### src/rtl/temp_display_driver.sv
// rtl/temp_display_driver.sv - DS1620 temperature word to 4-digit multiplexed 7-segment display
// Sequential double-dabble conversion feeds display registers; a free-running refresh scans the digits.
module temp_display_driver #(
  parameter int REFRESH_DIV = 50000,
  parameter int CNT_W       = 16
) (
  input  logic       CLK_IN,
  input  logic       CLR,
  input  logic [8:0] TEMP,
  input  logic       TEMP_VALID,
  output logic       BUSY,
  output logic [6:0] SEG,
  output logic       DP,
  output logic [3:0] AN
);

  localparam logic [6:0] G_BLANK = 7'b1111111;
  localparam logic [6:0] G_DASH  = 7'b0111111;
  localparam logic [6:0] G_ZERO  = 7'b1000000;

  typedef enum logic [1:0] {IDLE, CONV, COMMIT} state_t;

  function automatic logic [6:0] glyph(input logic [3:0] d);
    case (d)
      4'd0:    glyph = 7'b1000000;
      4'd1:    glyph = 7'b1111001;
      4'd2:    glyph = 7'b0100100;
      4'd3:    glyph = 7'b0110000;
      4'd4:    glyph = 7'b0011001;
      4'd5:    glyph = 7'b0010010;
      4'd6:    glyph = 7'b0000010;
      4'd7:    glyph = 7'b1111000;
      4'd8:    glyph = 7'b0000000;
      4'd9:    glyph = 7'b0010000;
      default: glyph = G_BLANK;
    endcase
  endfunction

  function automatic logic [11:0] bcd_adjust(input logic [11:0] b);
    bcd_adjust = b;
    for (int i = 0; i < 3; i++) begin
      if (b[i*4 +: 4] >= 4'd5) bcd_adjust[i*4 +: 4] = b[i*4 +: 4] + 4'd3;
    end
  endfunction

  state_t      state, state_nxt;
  logic        neg, neg_nxt, half, half_nxt;
  logic [7:0]  sr, sr_nxt;
  logic [11:0] bcd, bcd_nxt, bcd_adj;
  logic [2:0]  it, it_nxt;
  logic [8:0]  mag;
  logic [6:0]  disp_seg [4];
  logic [6:0]  disp_seg_nxt [4];
  logic [3:0]  disp_dp, disp_dp_nxt;
  logic [CNT_W-1:0] ref_cnt;
  logic        cnt_wrap;
  logic [1:0]  sel, sel_nxt;
  logic [3:0]  h_d, t_d, o_d;

  assign BUSY = (state != IDLE);
  assign h_d  = bcd[11:8];
  assign t_d  = bcd[7:4];
  assign o_d  = bcd[3:0];

  always_ff @(posedge CLK_IN or negedge CLR) begin
    if (!CLR) begin
      state       <= IDLE;
      neg         <= 1'b0;
      half        <= 1'b0;
      sr          <= '0;
      bcd         <= '0;
      it          <= '0;
      disp_seg[3] <= G_BLANK;
      disp_seg[2] <= G_BLANK;
      disp_seg[1] <= G_ZERO;
      disp_seg[0] <= G_ZERO;
      disp_dp     <= 4'b0010;
    end else begin
      state    <= state_nxt;
      neg      <= neg_nxt;
      half     <= half_nxt;
      sr       <= sr_nxt;
      bcd      <= bcd_nxt;
      it       <= it_nxt;
      disp_seg <= disp_seg_nxt;
      disp_dp  <= disp_dp_nxt;
    end
  end

  always_comb begin
    state_nxt    = state;
    neg_nxt      = neg;
    half_nxt     = half;
    sr_nxt       = sr;
    bcd_nxt      = bcd;
    it_nxt       = it;
    disp_seg_nxt = disp_seg;
    disp_dp_nxt  = disp_dp;
    mag          = '0;
    bcd_adj      = '0;
    case (state)
      IDLE: begin
        if (TEMP_VALID) begin
          mag       = TEMP[8] ? (~TEMP + 9'd1) : TEMP;
          neg_nxt   = TEMP[8];
          sr_nxt    = mag[8:1];
          half_nxt  = mag[0];
          bcd_nxt   = '0;
          it_nxt    = '0;
          state_nxt = CONV;
        end
      end
      CONV: begin
        bcd_adj = bcd_adjust(bcd);
        {bcd_nxt, sr_nxt} = {bcd_adj, sr} << 1;
        it_nxt = it + 3'd1;
        if (it == 3'd7) state_nxt = COMMIT;
      end
      COMMIT: begin
        if (neg && h_d != 4'd0) begin
          // -100.0 and below cannot fit in four digits
          for (int i = 0; i < 4; i++) disp_seg_nxt[i] = G_DASH;
          disp_dp_nxt = 4'b0000;
        end else begin
          disp_seg_nxt[3] = neg ? G_DASH : ((h_d == 4'd1) ? glyph(4'd1) : G_BLANK);
          disp_seg_nxt[2] = (t_d == 4'd0 && h_d == 4'd0) ? G_BLANK : glyph(t_d);
          disp_seg_nxt[1] = glyph(o_d);
          disp_seg_nxt[0] = half ? glyph(4'd5) : glyph(4'd0);
          disp_dp_nxt     = 4'b0010;
        end
        state_nxt = IDLE;
      end
      default: state_nxt = IDLE;
    endcase
  end

  assign cnt_wrap = (ref_cnt == CNT_W'(REFRESH_DIV - 1));
  assign sel_nxt  = cnt_wrap ? sel + 2'd1 : sel;

  // Outputs are registered from next-cycle select and display values so they track both without lag.
  always_ff @(posedge CLK_IN or negedge CLR) begin
    if (!CLR) begin
      ref_cnt <= '0;
      sel     <= 2'd0;
      AN      <= 4'b1110;
      SEG     <= G_ZERO;
      DP      <= 1'b1;
    end else begin
      ref_cnt <= cnt_wrap ? '0 : ref_cnt + 1'b1;
      sel     <= sel_nxt;
      AN      <= ~(4'b0001 << sel_nxt);
      SEG     <= disp_seg_nxt[sel_nxt];
      DP      <= ~disp_dp_nxt[sel_nxt];
    end
  end

endmodule

### config.mk
export PLATFORM = sky130hd
export DESIGN_NAME = temp_display_driver
export DESIGN_NICKNAME = d
export VERILOG_FILES = /design/src/rtl/temp_display_driver.sv
export SDC_FILE = /design/constraint.sdc
export NUM_CORES = 1
export LEC_CHECK = 0
export BUFFER_PORTS_ARGS = -buffer_cell sky130_fd_sc_hd__clkbuf_2
export CAP_MARGIN = 20
export CORE_AREA = 2 2 95 97
export DETAILED_ROUTE_END_ITERATION = 16
export DIE_AREA = 0 0 97 99
export GPL_TIMING_DRIVEN = 0
export PLACE_DENSITY = 0.72
export SYNTH_ARGS = -nofsm -noshare
export SYNTH_HDL_FRONTEND = slang
export SYNTH_SLANG_ARGS = --single-unit
### constraint.sdc
create_clock -name CLK_IN -period 2 [get_ports CLK_IN]
set_clock_uncertainty 0.05 [all_clocks]
set_input_delay 0.1 -clock CLK_IN [delete_from_list [all_inputs] [get_ports CLK_IN]]
set_output_delay 0.1 -clock CLK_IN [all_outputs]
set_load 0.01 [all_outputs]
==> summary.md <==
| Metric | Value |
|---|---|
| Total length of routed met3 wires | `314 um` |
| Clock network power share | `18.1%` |
| Syn_area_per_cell | `9.63 sq um` |
| WP data arrival | `2210 ps` |
| # diodes | `0` |
| Initial Util | `54.1%` |
| Slew @ Worst Pin | `609 ps` |
| Post-layout nets | `566` |
| Remaining global-route overflow | `0` |
| Synth Register Bits | `89` |
| Global-route wire length before repair | `17100 um` |
| Final ANT Viol Nets | `0` |
| Top cells by instance count after synthesis | `67 x dfrtp_1, 49 x nor2_1, 37 x nand2_1, 37 x o21ai_0, 30 x a21oi_1` |
| Met2 WL post-DR | `5240 um` |
| DPL Wire Length | `7110 um` |
| Clock Root Buffer | `clkbuf_8` |
| Max_cap viols | `0` |
| DRT iter0 DRCs | `188` |
| Num ports | `25` |
| Pwr per Cell Area | `1280 mW/mm^2` |
| DR vias | `3731` |
| Top cells by area, synth | `dfrtp_1 36%, dfstp_2 13%, ha_1 4.9%` |
| Mapped Cells | `480` |
| Status | `complete, but fails checks` |
| Post-synthesis sequential area ratio | `48.8%` |
| Gpl congestion | `0.900` |
| WP data required | `2180 ps` |
| P_sw | `2.76 mW` |
| Yosys warns | `0` |
| Kind of end point of the critical path | `flip-flop` |
| Chip Height | `99 um` |
| Peak VDD IR | `590 uV` |
| Hold Fails Final Rpt | `0` |
| Worst-path clk slew | `90 ps` |
| EDFF count, synth | `0` |
| Hold Crit Class | `in2reg` |
| Maximum clock path buffer count | `2` |
| Internal Power | `4.30 mW` |
| Number of vias per cell | `5.75` |
| Port Buffers | `24` |
| Final setup fails | `2` |
| P&R area growth vs syn | `19.1%` |
| LEAKAGE | `2.48 nW` |
| Netlist cell types | `60` |
| Worst skew pair latency | `360 ps` |
| Die width | `97 um` |
| H-Tree Level Count | `3` |
| CP Class | `reg2reg` |
| Die area | `0.00960 sq mm` |
| Switching Share | `39.1%` |
| Cell taking the most area after synthesis | `dfrtp_1` |
| Core area | `0.00855 sq mm` |
| Post-synth top area share | `36.3%` |
| Failing checks | `setup timing` |
| Worst Hold Margin | `36.9 ps` |
| CP Launch Type | `flip-flop` |
| Final period util | `101%` |
| Met1 WL | `4650 um` |
| Slew headroom | `59.4%` |
| Syn nets | `510` |
| Dpl cells | `613` |
| CTS tree | `built` |
| Pin count of the biggest net entering global routing | `56` |
| Fin. max-slew vios | `0` |
| Post-Route WL | `10400 um` |
| Share of cells above drive strength 1 | `25.7%` |
| RSZ-0062 raised after global routing | `true` |
| Clk sinks | `89` |
| Final min period | `2030 ps` |
| TritonRoute pass-1 iters | `5` |
| Critical Path Fanout Max | `6` |
| Logic pwr share | `43.9%` |
| Reg power frac | `37.9%` |
| Leading cell type by number of instances after synthesis | `dfrtp_1` |
| DR top layer | `met4` |
| Drt wl/cell | `16.0 um` |
| CTS Buf Count | `9` |
| Synthesized area | `0.00462 sq mm` |
| Pre-CTS setup slack | `-295 ps` |
| Non-filler cells, final | `649` |
| Fmax achieved | `0.493 GHz` |
| Initial antenna violation count | `0` |
| # rows | `34` |
| Vias in the first global route | `3568` |
| Async SR Flop Fraction | `100%` |
| Total Routing Usage GR | `21.7%` |
| Primary FF master, synth | `dfrtp_1` |
| Final worst slack | `-27.9 ps` |
| DRC viols | `0` |
[per-layer routing]
metal | global-route usage (%) | vias to the layer above
li1 | - | 1799
met1 | 29.1 | 1825
met2 | 37.2 | 91
met3 | 2.98 | 16
met4 | 6.18 | 0
met5 | 0 | -
[area by class of cell]
cell class | instances | area [sq um]
Fill cell | 691 | 3050
Clock inverter | 7 | 77.6
Clock buffer | 9 | 124
Timing Repair Buffer | 46 | 332
Tap cell | 108 | 135
Inverter | 23 | 91.3
Multi-Input combinational cell | 344 | 2370
Buffer | 23 | 118
Sequential cell | 89 | 2260
[power by group through the flow]
stage	registers [mW]	clock network, mW	logic, mW
final	2.68	1.28	3.10
after CTS	2.66	1.29	2.86
after detailed placement	2.70	0	2.55
after global placement	2.69	0	2.46
after floorplan	2.65	0	1.92
after global routing	2.74	1.37	3.45
[sequential cells by signal, summed over array words and instances (netlist names)]
register	cells
disp_seg	28
state	2
sel	2
neg	1
DP	1
sr	8
ref_cnt	16
SEG	7
bcd	12
half	1
AN	4
it	3
disp_dp	4
[metrics by stage]
stage / utilization [%] / power, mW / TNS [ps] / area [sq um]
after CTS: 62.0 / 6.81 / -5.54 / 5300
after floorplan: - / 4.57 / 0 / 4630
final: 64.4 / 7.05 / -42.4 / 5500
after global routing: 64.4 / 7.56 / -530 / 5500
after detailed placement: 57.4 / 5.26 / -1530 / 4910
after global placement: 57.1 / 5.15 / -10710 / 4880
[placed cells by master, fill, tap and decap left out, types with 4 or more instances in the layout]
master	synthesis	final
clkbuf_1	12	10
nand2b_1	13	12
nand2_1	37	35
and2_1	5	5
o21ai_0	37	37
xor2_1	8	8
clkbuf_8	0	9
a21o_1	5	5
ha_1	18	15
buf_4	2	20
nor2b_1	6	6
o31ai_1	5	4
clkbuf_2	0	24
and3_1	9	8
xnor2_1	16	16
a21oi_1	30	27
nand3_1	26	24
a211oi_1	4	4
dfrtp_2	0	4
inv_1	22	17
nor3_1	6	5
a22oi_1	8	8
buf_2	10	6
dfrtp_1	67	63
dfstp_2	22	22
nor2_1	49	47
o21bai_1	4	4
mux2i_1	8	7
[logic make-up (layout without fill, tap and decap cells)]
| group | count (synthesis) | after routing | share of synthesized area, % |
|---|---|---|---|
| flops | 89 | 89 | 48.8 |
| buf+inv | 47 | 108 | 4.25 |
| mux | 10 | 10 | 2.22 |
| simple gates | 168 | 168 | 18.3 |
| fa+ha+maj | 18 | 18 | 4.87 |
| xor+xnor | 24 | 24 | 4.55 |
| compound gates | 124 | 124 | 17.1 |
[final timing paths]
kind                             start           end  slack [ps]  cells past startpoint
min reg2reg                disp_seg[8]   disp_seg[8]         440                      2
min in group asynchronous          CLR  disp_seg[23]         210                      2
max in group asynchronous          CLR   disp_seg[1]        1000                      3
max                             bcd[8]        SEG[4]         -30                      9
max reg2reg                     bcd[8]        SEG[4]         -30                      9
min                            TEMP[1]         sr[0]          40                      3
[worst max-delay path, cell delays in order (launching register included)]
cell and delay [ps]:
dfrtp_1 400, inv_2 90, ha_4 130, nor3b_4 210, buf_12 160, o21ai_1 110
o32a_1 390, o22a_1 200, o21ai_0 80, nand3_1 110
[repair_timing]
action / in CTS / in global routing
setup buffers: 8 / 12
hold endpoints to repair: 30 / 0
hold buffers: 3 / 0
resized for setup: 27 / 26
pin swaps: 8 / 18
endpoints found under the setup margin: 9 / 8
Power figures use the tool's default switching activity.
